==> src/rtl/opl3_seq_pkg.sv <==
// Shared types for the OPL3 write sequencer: FSM states, queued write entries
// and requester identifiers.
package opl3_seq_pkg;

   typedef enum logic [2:0] {
      IDLE,
      IDX_WE,
      IDX_GAP,
      DAT_WE,
      DAT_GAP
   } seq_state_t;

   typedef struct packed {
      logic [8:0] regnum;
      logic [7:0] data;
   } seq_entry_t;

   typedef enum logic {
      REQ_A = 1'b0,
      REQ_B = 1'b1
   } req_id_t;

   function automatic int max3(input int x, input int y, input int z);
      int m;
      m = (x > y) ? x : y;
      return (m > z) ? m : z;
   endfunction

endpackage

==> src/rtl/opl3_seq_fifo.sv <==
// Per-requester synchronous FIFO of register writes; pointers carry an extra
// wrap bit so full and empty are told apart without a separate counter.
module opl3_seq_fifo
   import opl3_seq_pkg::*;
#(
   parameter int DEPTH = 4
) (
   input  logic       clk,
   input  logic       reset,
   input  logic       push,
   input  seq_entry_t wdata,
   input  logic       pop,
   output seq_entry_t rdata,
   output logic       full,
   output logic       empty
);

   localparam int IDX_W = $clog2(DEPTH);

   logic [IDX_W:0] wr_ptr;
   logic [IDX_W:0] rd_ptr;
   seq_entry_t     mem [DEPTH];
   logic           do_push;
   logic           do_pop;

   // A full FIFO refuses a push even if a pop happens in the same cycle.
   assign do_push = push && !full;
   assign do_pop  = pop && !empty;

   assign full  = (wr_ptr[IDX_W-1:0] == rd_ptr[IDX_W-1:0]) && (wr_ptr[IDX_W] != rd_ptr[IDX_W]);
   assign empty = (wr_ptr == rd_ptr);
   assign rdata = mem[rd_ptr[IDX_W-1:0]];

   always_ff @(posedge clk or posedge reset) begin
      if (reset) begin
         wr_ptr <= '0;
         rd_ptr <= '0;
      end else begin
         if (do_push) wr_ptr <= wr_ptr + 1'b1;
         if (do_pop)  rd_ptr <= rd_ptr + 1'b1;
      end
   end

   always_ff @(posedge clk) begin
      if (do_push) mem[wr_ptr[IDX_W-1:0]] <= wdata;
   end

endmodule

==> src/rtl/opl3_write_sequencer.sv <==
// Paced, round-robin arbitrated write front-end for the OPL3 register port:
// each queued write becomes an index write then a data write with settle gaps.
module opl3_write_sequencer
   import opl3_seq_pkg::*;
#(
   parameter int WE_CYCLES  = 2,
   parameter int ADDR_GAP   = 4,
   parameter int DATA_GAP   = 24,
   parameter int FIFO_DEPTH = 4
) (
   input  logic       clk,
   input  logic       reset,
   input  logic       a_valid,
   output logic       a_ready,
   input  logic [8:0] a_reg,
   input  logic [7:0] a_data,
   input  logic       b_valid,
   output logic       b_ready,
   input  logic [8:0] b_reg,
   input  logic [7:0] b_data,
   output logic [1:0] opl_addr,
   output logic [7:0] opl_din,
   output logic       opl_we,
   output logic       busy
);

   localparam int MAX_CNT = max3(WE_CYCLES, ADDR_GAP, DATA_GAP);
   localparam int CNT_W   = (MAX_CNT > 1) ? $clog2(MAX_CNT) : 1;

   seq_state_t       state;
   logic [CNT_W-1:0] cnt;
   req_id_t          last_grant;
   seq_entry_t       hold;
   seq_entry_t       a_head;
   seq_entry_t       b_head;
   seq_entry_t       grant_entry;
   logic             a_full;
   logic             a_empty;
   logic             b_full;
   logic             b_empty;
   logic             grant_a;
   logic             grant_b;

   opl3_seq_fifo #(.DEPTH(FIFO_DEPTH)) u_fifo_a (
      .clk   (clk),
      .reset (reset),
      .push  (a_valid),
      .wdata ('{regnum: a_reg, data: a_data}),
      .pop   (grant_a),
      .rdata (a_head),
      .full  (a_full),
      .empty (a_empty)
   );

   opl3_seq_fifo #(.DEPTH(FIFO_DEPTH)) u_fifo_b (
      .clk   (clk),
      .reset (reset),
      .push  (b_valid),
      .wdata ('{regnum: b_reg, data: b_data}),
      .pop   (grant_b),
      .rdata (b_head),
      .full  (b_full),
      .empty (b_empty)
   );

   assign a_ready = !a_full;
   assign b_ready = !b_full;
   assign busy    = (state != IDLE) || !a_empty || !b_empty;

   // Arbitration only in IDLE, which keeps each index/data pair atomic.
   always_comb begin
      grant_a = 1'b0;
      grant_b = 1'b0;
      if (state == IDLE) begin
         if (!a_empty && !b_empty) begin
            if (last_grant == REQ_B) grant_a = 1'b1;
            else                     grant_b = 1'b1;
         end else if (!a_empty) begin
            grant_a = 1'b1;
         end else if (!b_empty) begin
            grant_b = 1'b1;
         end
      end
   end

   always_comb begin
      grant_entry = grant_a ? a_head : b_head;
   end

   always_ff @(posedge clk) begin
      if (grant_a || grant_b) hold <= grant_entry;
   end

   always_ff @(posedge clk or posedge reset) begin
      if (reset) begin
         state      <= IDLE;
         cnt        <= '0;
         last_grant <= REQ_B;
         opl_we     <= 1'b0;
         opl_addr   <= 2'b00;
         opl_din    <= 8'h00;
      end else begin
         case (state)
            IDLE: begin
               if (grant_a || grant_b) begin
                  state      <= IDX_WE;
                  cnt        <= CNT_W'(WE_CYCLES - 1);
                  last_grant <= grant_a ? REQ_A : REQ_B;
                  opl_we     <= 1'b1;
                  opl_addr   <= {grant_entry.regnum[8], 1'b0};
                  opl_din    <= grant_entry.regnum[7:0];
               end
            end
            IDX_WE: begin
               if (cnt == '0) begin
                  state  <= IDX_GAP;
                  cnt    <= CNT_W'(ADDR_GAP - 1);
                  opl_we <= 1'b0;
               end else begin
                  cnt <= cnt - 1'b1;
               end
            end
            IDX_GAP: begin
               if (cnt == '0) begin
                  state    <= DAT_WE;
                  cnt      <= CNT_W'(WE_CYCLES - 1);
                  opl_we   <= 1'b1;
                  opl_addr <= {hold.regnum[8], 1'b1};
                  opl_din  <= hold.data;
               end else begin
                  cnt <= cnt - 1'b1;
               end
            end
            DAT_WE: begin
               if (cnt == '0) begin
                  state  <= DAT_GAP;
                  cnt    <= CNT_W'(DATA_GAP - 1);
                  opl_we <= 1'b0;
               end else begin
                  cnt <= cnt - 1'b1;
               end
            end
            DAT_GAP: begin
               if (cnt == '0) state <= IDLE;
               else           cnt   <= cnt - 1'b1;
            end
            default: begin
               state  <= IDLE;
               opl_we <= 1'b0;
            end
         endcase
      end
   end

endmodule

==> config.mk <==
export PLATFORM = sky130hd
export DESIGN_NAME = opl3_write_sequencer
export DESIGN_NICKNAME = d
export VERILOG_FILES = /design/src/rtl/opl3_seq_pkg.sv /design/src/rtl/opl3_seq_fifo.sv /design/src/rtl/opl3_write_sequencer.sv
export SDC_FILE = /design/constraint.sdc
export NUM_CORES = 1
export LEC_CHECK = 0
export CAP_MARGIN = 20
export CORE_MARGIN = 5
export CORE_UTILIZATION = 57
export CTS_CLUSTER_SIZE = 30
export DETAILED_ROUTE_END_ITERATION = 6
export PLACE_DENSITY = 0.78
export SETUP_SLACK_MARGIN = 0.3
export SLEW_MARGIN = 20
export SYNTH_ARGS = -nofsm -noshare
export SYNTH_HDL_FRONTEND = slang
export SYNTH_HIERARCHICAL = 1
export SYNTH_SLANG_ARGS = --single-unit
==> constraint.sdc <==
create_clock -name clk -period 3.5 [get_ports clk]
set_input_delay 0.7 -clock clk [delete_from_list [all_inputs] [get_ports clk]]
set_output_delay 0.7 -clock clk [all_outputs]
set_load 0.005 [all_outputs]
Word-level counts from Yosys, hierarchy flattened
Memory sizes are Yosys's and may differ from the RTL's.
Index checks and enable logic that the tools add are counted.
- register bits: 49
- bits in latches: 0
- memory bits (writable): 136
- ROM bits: 0
- input port bits: 38
- memories kept: 2
- memory list (memory ; words ; bits a word ; rd ports ; clocked after memory_dff ; write ports ; line ; source):
    u_fifo_a.mem ; 4 ; 17 ; 1 ; 0 ; 1 ; opl3_seq_fifo.sv:22 ; seq_entry_t mem [DEPTH];
    u_fifo_b.mem ; 4 ; 17 ; 1 ; 0 ; 1 ; opl3_seq_fifo.sv:22 ;
- add/sub/neg operators: 5
- multipliers: 0
- div/mod/pow operators: 0
- $lt $le $gt $ge: 0
- equality and inequality tests: 17
- shift-type cells: 0
- multiplexer cells: 37
- bitwise logic cells: 1
- reduce and logical (&&, ||, !) cells: 25
- operator list (cell ; count):
    $mux W5 ; 5
    $pmux W5 S5 ; 1
    $mux W1 ; 17
    $mux W17 ; 1
    $mux W8 ; 2
    $pmux W8 S2 ; 1
    $mux W3 ; 5
    $pmux W3 S5 ; 1
    $add A3 B1 Y3 const B ; 4
    $ne A2 B2 Y1 const B ; 5
    $logic_and A1 B1 Y1 ; 7
    $eq A3 B2 Y1 const B ; 2
    $eq A3 B3 Y1 ; 2
    $reduce_and A3 Y1 ; 2
    $logic_not A5 Y1 ; 1
    $reduce_and A5 Y1 ; 1
    $reduce_bool A5 Y1 ; 1
    $sub A5 B1 Y5 const B ; 1
    $eq A2 B2 Y1 ; 2
    $logic_not A1 Y1 ; 4
    $mux W2 ; 2
    $ne A2 B1 Y1 const B ; 2
    $pmux W1 S4 ; 1
    $pmux W2 S2 ; 1
    other kinds (11) ; 14

Longest topological paths before layout
Gate-level depths: netlist of the first run.
- depth after elaboration: 8
- mapped depth: 10

Modules after synthesis
The synthesis of the first run kept the hierarchy.
- modules (own cells, without submodules) (module ; times used ; cells an instance ; area an instance (µm²)):
    opl3_seq_fifo ; 2 ; 138 ; 2954.1
    opl3_write_sequencer ; 1 ; 170 ; 1670.4

Worst setup path after synthesis of the first run
Ideal clock, no wire load.
- path kind: register -> register
- start point: register u_fifo_b.wr_ptr[0]
- end point: register hold[0] in the netlist's numbering (data pin)
- data arrival time: 2.239 ns
- required time: 3.240 ns
- setup slack: 1.001 ns
- cell stages (with the launch flop): 9
- path buffers: 3
- period minus slack after synthesis: 2.499 ns
- cells stage by stage: dfrtp_1 > xor2_2 > nor3_1 > or2_0 > clkbuf_1 > and2_1 > buf_6 > buf_4 > mux2_2
- RTL lines (what ; line ; source):
    start, declared ; opl3_seq_fifo.sv:20 ; logic [IDX_W:0] wr_ptr;
    start signal, assigned ; opl3_seq_fifo.sv:39 ; if (do_push) wr_ptr <= wr_ptr + 1'b1;
    end signal, assigned ; opl3_write_sequencer.sv:91 ; if (grant_a || grant_b) hold <= grant_entry;
    end, declared ; opl3_write_sequencer.sv:33 ; seq_entry_t hold;

Worst setup path in the final report of the first run
- start point: register u_fifo_a.wr_ptr[0]
- end point: output port busy
- word-level cells in the longest chain between the ends: 4
- RTL lines (what ; line ; source):
    start, declared ; opl3_seq_fifo.sv:20 ;
    start signal, assigned ; opl3_seq_fifo.sv:39 ;
    $eq A3 B3 Y1 ; opl3_seq_fifo.sv:31 ; assign empty = (wr_ptr == rd_ptr);
    named net a_empty ; opl3_write_sequencer.sv:38 ; logic a_empty;
    $logic_not A1 Y1 ; opl3_write_sequencer.sv:68 ; assign busy = (state != IDLE) || !a_empty || !b_empty;
    $logic_or A1 B1 Y1 (2 in series) ; opl3_write_sequencer.sv:68 ;
    end, declared ; opl3_write_sequencer.sv:24 ; output logic busy
The timed path passes the listed nets, and every way through them passes these cells.

==> impl_results.html, run 1 <==
<table>
<tr><th>Metric</th><th>Value</th></tr>
<tr><th colspan="2">Status</th></tr>
<tr><td>Outcome</td><td>finished clean</td></tr>
<tr><th colspan="2">Synthesis</th></tr>
<tr><td>Asr flop ratio synth</td><td>18.08%</td></tr>
<tr><td>Share of the synthesized netlist area taken by xor and xnor gates</td><td>2.790%</td></tr>
<tr><td>Multiplexer share of the synthesized area</td><td>11.72%</td></tr>
<tr><td>EDFF count, synth</td><td>145</td></tr>
<tr><td>Most used DFF post-synth</td><td>edfxtp_1</td></tr>
<tr><td>Sequential share of the synthesized area</td><td>68.04%</td></tr>
<tr><td>Compound-Gate Fraction of Synth Area</td><td>7.215%</td></tr>
<tr><td>Area share of and/or/nand/nor cells after synthesis</td><td>5.828%</td></tr>
<tr><td>Yosys warning total</td><td>6</td></tr>
<tr><td>Main combinational cell family by area after synthesis</td><td>multiplexers</td></tr>
<tr><td>Post-Synth Adder-Cell Area</td><td>1.816%</td></tr>
<tr><td>Synthesized area</td><td>7579 um^2</td></tr>
<tr><td>Mean instance size in the synthesized netlist</td><td>16.99 um^2</td></tr>
<tr><td>Cell count after synthesis</td><td>446</td></tr>
<tr><td>Synth cell types</td><td>52</td></tr>
<tr><td>Net Count, Synth</td><td>495</td></tr>
<tr><td>Synthesized flop and latch total</td><td>177</td></tr>
<tr><th colspan="2">Critical path</th></tr>
<tr><td>Endpoint arrival time on the critical path</td><td>2.37 ns</td></tr>
<tr><td>Type of destination of the critical path</td><td>primary output</td></tr>
<tr><td>Worst setup path startpoint</td><td>u_fifo_a/wr_ptr[0]$_DFFE_PP0P_</td></tr>
<tr><td>Worst r2r dst</td><td>opl_addr[1]$_DFFE_PP0P_</td></tr>
<tr><td>Startpoint-to-endpoint class of the critical path</td><td>flop to primary output</td></tr>
<tr><td>Crit path capture</td><td>busy</td></tr>
<tr><td>R2r worst-path depth</td><td>8</td></tr>
<tr><td>Launching point of the worst reg2reg path</td><td>u_fifo_b/wr_ptr[1]$_DFFE_PP0P_</td></tr>
<tr><td>Largest fanout on the critical path</td><td>6</td></tr>
<tr><td>Required time of the critical path</td><td>2.80 ns</td></tr>
<tr><td>Startpoint type of the worst setup path</td><td>flop</td></tr>
<tr><td>R2R setup slack</td><td>0.70 ns</td></tr>
<tr><th colspan="2">CTS</th></tr>
<tr><td>Skew-Pair Late Insertion Delay</td><td>0.42 ns</td></tr>
<tr><td>Clock tree from TritonCTS</td><td>done</td></tr>
<tr><td>H-Tree Level Count</td><td>4</td></tr>
<tr><td>Largest buffer count on any clock path</td><td>2</td></tr>
<tr><td>Post CTS Setup Buffer Count</td><td>0</td></tr>
<tr><td># resized after CTS</td><td>1</td></tr>
<tr><td>Root buffer cell</td><td>clkbuf_16</td></tr>
<tr><td>Hold-fix buffer count after cts</td><td>0</td></tr>
<tr><td>Clock slew seen by the registers of the worst setup and hold paths</td><td>0.06 ns</td></tr>
<tr><td>Total clock buffers created by CTS</td><td>17</td></tr>
<tr><td>Clock sink total</td><td>177</td></tr>
<tr><th colspan="2">Die</th></tr>
<tr><td>Count of boundary I/O pins</td><td>52</td></tr>
<tr><td>Floorplan die area</td><td>15700 um^2</td></tr>
<tr><td>Starting utilization of the core area</td><td>57.69%</td></tr>
<tr><td>Chip height</td><td>125.3 um</td></tr>
<tr><td>Placeable core area</td><td>13140 um^2</td></tr>
<tr><td>Core Rows</td><td>42</td></tr>
<tr><td>Die width</td><td>125.3 um</td></tr>
<tr><th colspan="2">Min path</th></tr>
<tr><td>Worst min-delay path category</td><td>flop to flop</td></tr>
<tr><th colspan="2">Power and ir drop</th></tr>
<tr><td>Sw power</td><td>0.002600 W</td></tr>
<tr><td>Switching part of the total power</td><td>33.50%</td></tr>
<tr><td>Fraction of power consumed by combinational cells</td><td>35.7%</td></tr>
<tr><td>Pwr per Cell Area</td><td>870.8 nW/um^2</td></tr>
<tr><td>Flop pwr share</td><td>42.0%</td></tr>
<tr><td>Internal power contribution</td><td>0.005161 W</td></tr>
<tr><td>Share of total power in the clock network</td><td>22.4%</td></tr>
<tr><td>Max IR drop VDD</td><td>0.0005594 V</td></tr>
<tr><td>Static power due to leakage</td><td>3.101 nW</td></tr>
<tr><th colspan="2">STA</th></tr>
<tr><td>Measured slew at the worst slew-check pin</td><td>0.8787 ns</td></tr>
<tr><td>Highest Clock Rate</td><td>325.4 MHz</td></tr>
<tr><td>Fraction of the cycle the final worst path needs</td><td>87.79%</td></tr>
<tr><td>Setup repair after global routing missed its margin</td><td>no</td></tr>
<tr><td>Number of hold-slack violations in the final timing report</td><td>0</td></tr>
<tr><td>Final setup violation count</td><td>0</td></tr>
<tr><td>Min Clock Period, post-route</td><td>3.073 ns</td></tr>
<tr><td>Clock skew after layout</td><td>0.01062 ns</td></tr>
<tr><td>Worst relative slew slack</td><td>41.20%</td></tr>
<tr><td>Final max-slew violation count</td><td>0</td></tr>
<tr><td>Setup tns final</td><td>0 ns</td></tr>
<tr><td>Hold slack final</td><td>0.5181 ns</td></tr>
<tr><th colspan="2">Drt</th></tr>
<tr><td>Count of antenna-violating nets left after detailed routing</td><td>0</td></tr>
<tr><td>Violation count after the first detailed-route iteration</td><td>420</td></tr>
<tr><td>Total routed wirelength</td><td>14.52 mm</td></tr>
<tr><td>Post-DR wirelength/cell</td><td>20.66 um</td></tr>
<tr><td>Via Count</td><td>4135</td></tr>
<tr><td>First-pass iteration count of the detailed router</td><td>5</td></tr>
<tr><td>Residual DRC</td><td>0</td></tr>
<tr><td>Vias per cell</td><td>5.882</td></tr>
<tr><th colspan="2">Layout</th></tr>
<tr><td>Post-layout nets</td><td>563</td></tr>
<tr><td>Area taken by flip-flops and latches</td><td>5160 um^2</td></tr>
<tr><td>Multi-input combinational cell area</td><td>2273 um^2</td></tr>
<tr><td>Antenna diodes</td><td>0</td></tr>
<tr><td>Area Growth Syn to Fin</td><td>17.62%</td></tr>
<tr><td>Number of fill cells</td><td>890</td></tr>
<tr><td>Ratio of cells with drive above 1 in the final layout</td><td>20.49%</td></tr>
<tr><th colspan="2">Global routing</th></tr>
<tr><td>First-pass GRT wire length</td><td>23.10 mm</td></tr>
<tr><td>Global route total overflow</td><td>0</td></tr>
<tr><td>Maximum number of pins on one net before global-route repair</td><td>23</td></tr>
<tr><td>Antenna violations before repair</td><td>0</td></tr>
<tr><td>Vias in the first global route</td><td>4381</td></tr>
<tr><td>Overall fraction of global-route tracks in use</td><td>19.34%</td></tr>
<tr><th colspan="2">Placement</th></tr>
<tr><td>Buffers on Ports</td><td>51</td></tr>
<tr><td>Final HPWL DP</td><td>9.589 mm</td></tr>
<tr><td>Final RePlAce weighted congestion</td><td>0.8753</td></tr>
<tr><th colspan="2">Run</th></tr>
<tr><td>MaxCap Viol Count</td><td>0</td></tr>
</table>
[layout make-up]
class,instances,share of cell area (%)
clock inverters,13,1.277
repair buffers,69,7.243
well taps,176,2.471
multi-input cells,231,25.51
inverters,18,0.7580
clock buffers,19,4.857
flip-flops and latches,177,57.89
[registers in the layout (all words and copies together), names as in the netlist, 5 cells and up]
| signal | flops |
|---|---|
| cnt | 5 |
| u_fifo_a/mem | 68 |
| hold | 9 |
| opl_din | 8 |
| u_fifo_b/mem | 68 |
[per-layer routing]
layer / track usage [%] / share of wire (%) / up-vias / routed length (um)
met5: 0 / 0 / - / 0
met4: 8.992 / 3.0 / 0 / 429
met3: 3.881 / 3.8 / 25 / 558
met2: 32.84 / 53 / 120 / 7678
met1: 24.11 / 40 / 2104 / 5854
li1: - / - / 1886 / -
[synth_stat cells (3+ instances only)]
cell type | number | share of area (%)
a211oi_1 | 12 | 1.2
a21boi_0 | 10 | 0.99
a21oi_1 | 15 | 0.99
and3_1 | 6 | 0.50
buf_1 | 3 | 0.15
buf_2 | 4 | 0.26
buf_6 | 6 | 0.89
clkbuf_1 | 6 | 0.30
dfrtp_1 | 31 | 10
edfxtp_1 | 145 | 57
ha_1 | 11 | 1.8
inv_1 | 18 | 0.89
mux2_2 | 8 | 1.2
mux4_1 | 6 | 2.1
mux4_2 | 28 | 8.3
nand2_1 | 25 | 1.2
nand2b_1 | 7 | 0.58
nand3_1 | 5 | 0.33
nor2_1 | 16 | 0.79
nor3_1 | 6 | 0.40
o21ai_0 | 5 | 0.33
o31ai_1 | 19 | 1.9
xnor2_1 | 9 | 1.0
xor2_1 | 4 | 0.46
xor2_2 | 4 | 0.86
[stage by stage]
| step | setup WS, ns | cells | power (W) | utilization [%] | cell area, um^2 |
|---|---|---|---|---|---|
| 5_1_grt | 0.3286 | 703 | 0.008194 | 67.85 | 8914 |
| 3_5_place_dp | 0.6692 | 671 | 0.005995 | 63.30 | 8315 |
| 2_1_floorplan | 1.001 | 446 | 0.005150 | - | 7579 |
| 6_report | 0.4272 | 703 | 0.007762 | 67.85 | 8914 |
| 4_1_cts | 0.3213 | 703 | 0.007765 | 67.50 | 8867 |
| 3_3_place_gp | 0.7926 | 671 | 0.005874 | 63.30 | 8315 |
[power by group through the flow]
stage          Combinational (W)  Sequential, W  Clock (W)
2_1_floorplan            0.00199        0.00316          0
3_3_place_gp             0.00265        0.00322          0
3_5_place_dp             0.00273        0.00327          0
4_1_cts                  0.00276        0.00323    0.00177
5_1_grt                  0.00302        0.00331    0.00186
6_report                 0.00277        0.00326    0.00174
[logic make-up (layout without fill, tap and decap cells)]
family | after synthesis | in the layout
fa+ha+maj | 11 | 11
xor+xnor | 19 | 19
flops | 177 | 177
mux | 43 | 43
buf+inv | 38 | 119
simple gates | 82 | 82
compound gates | 76 | 76
[cell usage in the layout, fill, tap and decap left out, drive strengths merged, types with 2 or more instances in the layout]
| master | netlist | routed |
|---|---|---|
| inv | 18 | 20 |
| nor2b | 2 | 2 |
| clkinv | 0 | 6 |
| xor2 | 8 | 8 |
| a21oi | 15 | 15 |
| or2 | 3 | 3 |
| nand3b | 2 | 2 |
| edfxtp | 145 | 145 |
| clkbuf | 6 | 19 |
| a21boi | 10 | 10 |
| a211oi | 14 | 14 |
| o21ai | 5 | 5 |
| or3 | 3 | 3 |
| ha | 11 | 11 |
| a221oi | 2 | 2 |
| mux4 | 34 | 34 |
| a31oi | 3 | 3 |
| nor2 | 16 | 16 |
| xnor2 | 11 | 11 |
| nand2 | 25 | 25 |
| nand3 | 5 | 5 |
| buf | 14 | 18 |
| nor3 | 8 | 8 |
| dfrtp | 31 | 31 |
| and3 | 6 | 6 |
| mux2 | 8 | 8 |
| clkdlybuf4s50 | 0 | 51 |
| a21o | 2 | 2 |
| clkinvlp | 0 | 4 |
| o31ai | 19 | 19 |
| nand2b | 7 | 7 |
[critical path, stage by stage, from the launching register on]
cell             delay [ns]
dfrtp_2                0.48
xor2_2                 0.21
nor3_2                 0.23
buf_4                  0.18
nand2_1                0.08
or2_1                  0.30
clkdlybuf4s50_1        0.47
[worst min path at each step]
stage | from | endpoint | slack (ns) | cells past startpoint
4_1_cts | last_grant$_DFFE_PP1P_ | last_grant$_DFFE_PP1P_ | 0.52 | 2
2_1_floorplan | opl_addr[1]$_DFFE_PP0P_ | opl_addr[1]$_DFFE_PP0P_ | 0.47 | 2
6_report | last_grant$_DFFE_PP1P_ | last_grant$_DFFE_PP1P_ | 0.52 | 2
3_5_place_dp | last_grant$_DFFE_PP1P_ | last_grant$_DFFE_PP1P_ | 0.51 | 2
3_3_place_gp | opl_din[7]$_DFFE_PP0P_ | opl_din[7]$_DFFE_PP0P_ | 0.50 | 2
5_1_grt | last_grant$_DFFE_PP1P_ | last_grant$_DFFE_PP1P_ | 0.53 | 2
(Power assumes the default switching activity.)
==> run 2, diff against run 1 <==
Settings changed: CTS_CLUSTER_DIAMETER set to 150.
==> results of run 2 <==
The final DEF is identical to that of run 1; final timing and power are the same.
==> run 3, diff against run 2 <==
Settings changed: CTS_BUF_LIST set to sky130_fd_sc_hd__clkbuf_8, CTS_CLUSTER_DIAMETER 150 to not set.
==> impl_results.html, run 3 (same netlist as run 1, synthesis figures left out) <==
<table>
<tr><th>Metric</th><th>Value</th></tr>
<tr><th colspan="2">STA</th></tr>
<tr><td>Number of hold-slack violations in the final timing report</td><td>0</td></tr>
<tr><td>Setup tns final</td><td>0 ns</td></tr>
<tr><td>Worst relative slew slack</td><td>43.79%</td></tr>
<tr><td>Clock skew after layout</td><td>0.01034 ns</td></tr>
<tr><td>Measured slew at the worst slew-check pin</td><td>0.8401 ns</td></tr>
<tr><td>Highest Clock Rate</td><td>327.8 MHz</td></tr>
<tr><td>Min Clock Period, post-route</td><td>3.050 ns</td></tr>
<tr><td>Fraction of the cycle the final worst path needs</td><td>87.15%</td></tr>
<tr><td>Hold slack final</td><td>0.5245 ns</td></tr>
<tr><td>Final setup violation count</td><td>0</td></tr>
<tr><td>Setup repair after global routing missed its margin</td><td>no</td></tr>
<tr><td>Final max-slew violation count</td><td>0</td></tr>
<tr><th colspan="2">Run</th></tr>
<tr><td>MaxCap Viol Count</td><td>0</td></tr>
<tr><th colspan="2">CTS</th></tr>
<tr><td>Largest buffer count on any clock path</td><td>2</td></tr>
<tr><td>Clock tree from TritonCTS</td><td>done</td></tr>
<tr><td>Root buffer cell</td><td>clkbuf_8</td></tr>
<tr><td>Hold-fix buffer count after cts</td><td>0</td></tr>
<tr><td>Clock sink total</td><td>177</td></tr>
<tr><td>Clock slew seen by the registers of the worst setup and hold paths</td><td>0.09 ns</td></tr>
<tr><td>Skew-Pair Late Insertion Delay</td><td>0.45 ns</td></tr>
<tr><td>Total clock buffers created by CTS</td><td>17</td></tr>
<tr><td>H-Tree Level Count</td><td>4</td></tr>
<tr><th colspan="2">Critical path</th></tr>
<tr><td>Worst r2r dst</td><td>opl_addr[1]$_DFFE_PP0P_</td></tr>
<tr><td>Endpoint arrival time on the critical path</td><td>2.35 ns</td></tr>
<tr><td>Largest fanout on the critical path</td><td>6</td></tr>
<tr><td>R2r worst-path depth</td><td>8</td></tr>
<tr><td>Required time of the critical path</td><td>2.80 ns</td></tr>
<tr><td>Type of destination of the critical path</td><td>primary output</td></tr>
<tr><td>Startpoint-to-endpoint class of the critical path</td><td>flop to primary output</td></tr>
<tr><td>Startpoint type of the worst setup path</td><td>flop</td></tr>
<tr><td>Launching point of the worst reg2reg path</td><td>u_fifo_b/wr_ptr[1]$_DFFE_PP0P_</td></tr>
<tr><td>R2R setup slack</td><td>0.71 ns</td></tr>
<tr><th colspan="2">Global routing</th></tr>
<tr><td>First-pass GRT wire length</td><td>22.82 mm</td></tr>
<tr><td>Maximum number of pins on one net before global-route repair</td><td>23</td></tr>
<tr><td>Antenna violations before repair</td><td>0</td></tr>
<tr><td>Global route total overflow</td><td>0</td></tr>
<tr><td>Overall fraction of global-route tracks in use</td><td>18.91%</td></tr>
<tr><td>Vias in the first global route</td><td>4339</td></tr>
<tr><th colspan="2">Drt</th></tr>
<tr><td>Total routed wirelength</td><td>14.26 mm</td></tr>
<tr><td>Post-DR wirelength/cell</td><td>20.20 um</td></tr>
<tr><td>First-pass iteration count of the detailed router</td><td>4</td></tr>
<tr><td>Vias per cell</td><td>5.802</td></tr>
<tr><td>Count of antenna-violating nets left after detailed routing</td><td>0</td></tr>
<tr><td>Violation count after the first detailed-route iteration</td><td>351</td></tr>
<tr><td>Via Count</td><td>4096</td></tr>
<tr><td>Residual DRC</td><td>0</td></tr>
<tr><th colspan="2">Die</th></tr>
<tr><td>Core Rows</td><td>42</td></tr>
<tr><td>Placeable core area</td><td>13140 um^2</td></tr>
<tr><td>Count of boundary I/O pins</td><td>52</td></tr>
<tr><td>Chip height</td><td>125.3 um</td></tr>
<tr><td>Starting utilization of the core area</td><td>57.69%</td></tr>
<tr><td>Die width</td><td>125.3 um</td></tr>
<tr><td>Floorplan die area</td><td>15700 um^2</td></tr>
<tr><th colspan="2">Power and ir drop</th></tr>
<tr><td>Flop pwr share</td><td>44.5%</td></tr>
<tr><td>Max IR drop VDD</td><td>0.0003824 V</td></tr>
<tr><td>Fraction of power consumed by combinational cells</td><td>38.3%</td></tr>
<tr><td>Sw power</td><td>0.002540 W</td></tr>
<tr><td>Switching part of the total power</td><td>34.81%</td></tr>
<tr><td>Pwr per Cell Area</td><td>834.0 nW/um^2</td></tr>
<tr><td>Internal power contribution</td><td>0.004757 W</td></tr>
<tr><td>Static power due to leakage</td><td>3.036 nW</td></tr>
<tr><td>Share of total power in the clock network</td><td>17.2%</td></tr>
<tr><th colspan="2">Status</th></tr>
<tr><td>Outcome</td><td>finished clean</td></tr>
<tr><th colspan="2">Placement</th></tr>
<tr><td>Final RePlAce weighted congestion</td><td>0.8753</td></tr>
<tr><td>Final HPWL DP</td><td>9.589 mm</td></tr>
<tr><td>Buffers on Ports</td><td>51</td></tr>
<tr><th colspan="2">Min path</th></tr>
<tr><td>Instance count along the most critical hold path</td><td>2</td></tr>
<tr><td>Worst hold path startpoint</td><td>last_grant$_DFFE_PP1P_</td></tr>
<tr><td>Worst min-delay path category</td><td>flop to flop</td></tr>
<tr><td>Hold path endpoint</td><td>last_grant$_DFFE_PP1P_</td></tr>
<tr><th colspan="2">Layout</th></tr>
<tr><td>Area Growth Syn to Fin</td><td>15.45%</td></tr>
<tr><td>Ratio of cells with drive above 1 in the final layout</td><td>21.51%</td></tr>
<tr><td>Antenna diodes</td><td>0</td></tr>
<tr><td>Commonest non-fill, non-tap cells in the layout</td><td>145 x edfxtp_1, 51 x clkdlybuf4s50_1, 28 x mux4_2</td></tr>
<tr><td>Post-layout nets</td><td>566</td></tr>
<tr><td>Most common cell after layout, fill and taps aside</td><td>edfxtp_1</td></tr>
</table>
==> run 3: cell type report <==
type	count	area [um^2]
inverter	18	67.56
clock buffer	17	234.0
multi-input combinational	231	2276
clock inverter	15	121.4
fill	916	4388
sequential	177	5162
timing repair buffer	72	668.1
tap	176	220.2
==> run 3: how the worst max path moves through the flow <==
stage / start / end / slack (ns) / depth (start not counted)
2_1_floorplan: u_fifo_b/wr_ptr[0]$_DFFE_PP0P_ / hold[0]$_DFFE_PP_ / 1.00 / 8
3_3_place_gp: u_fifo_a/wr_ptr[0]$_DFFE_PP0P_ / busy / 0.79 / 6
3_5_place_dp: u_fifo_b/wr_ptr[0]$_DFFE_PP0P_ / opl_addr[1]$_DFFE_PP0P_ / 0.67 / 8
4_1_cts: u_fifo_b/wr_ptr[1]$_DFFE_PP0P_ / busy / 0.32 / 6
5_1_grt: u_fifo_b/wr_ptr[1]$_DFFE_PP0P_ / busy / 0.31 / 6
6_report: u_fifo_a/wr_ptr[2]$_DFFE_PP0P_ / busy / 0.45 / 6
==> run 3: metrics by stage <==
stage / instances / utilization (%) / setup WS (ns) / power [W] / instance area [um^2]
floorplan: 446 / - / 1.001 / 0.005150 / 7579
global placement: 671 / 63.30 / 0.7926 / 0.005874 / 8315
detailed placement: 671 / 63.30 / 0.6692 / 0.005995 / 8315
CTS: 703 / 66.06 / 0.3159 / 0.007258 / 8678
global route: 706 / 66.60 / 0.3115 / 0.007730 / 8750
finish: 706 / 66.60 / 0.4498 / 0.007297 / 8750
==> run 3: power by group through the flow <==
stage | sequential [W] | clock (W) | combinational [W]
after floorplan | 0.00316 | 0 | 0.00199
after global routing | 0.00329 | 0.00139 | 0.00305
after global placement | 0.00322 | 0 | 0.00265
after CTS | 0.00322 | 0.00128 | 0.00275
final | 0.00325 | 0.00126 | 0.00279
after detailed placement | 0.00327 | 0 | 0.00273
==> run 3: worst max-delay path: stages, from the launching register on <==
cell             delay, ns
dfrtp_2               0.46
xor2_4                0.22
nor3_2                0.22
buf_4                 0.18
nand2_1               0.09
or2_4                 0.28
clkdlybuf4s50_1       0.45
==> run 3: metal layers <==
metal,vias to the layer above,wire (um),GRT usage (%)
met4,0,173,5.931
met1,2084,5891,24.09
met3,16,669,4.861
met2,113,7528,32.20
met5,-,0,0
li1,1883,-,-
==> run 3: what timing repair did <==
| item | CTS | global route |
|---|---|---|
| pin swaps | 0 | 1 |
| endpoints found under the setup margin | 1 | 1 |
| buffers inserted | 0 | 3 |
| resized for setup | 3 | 10 |
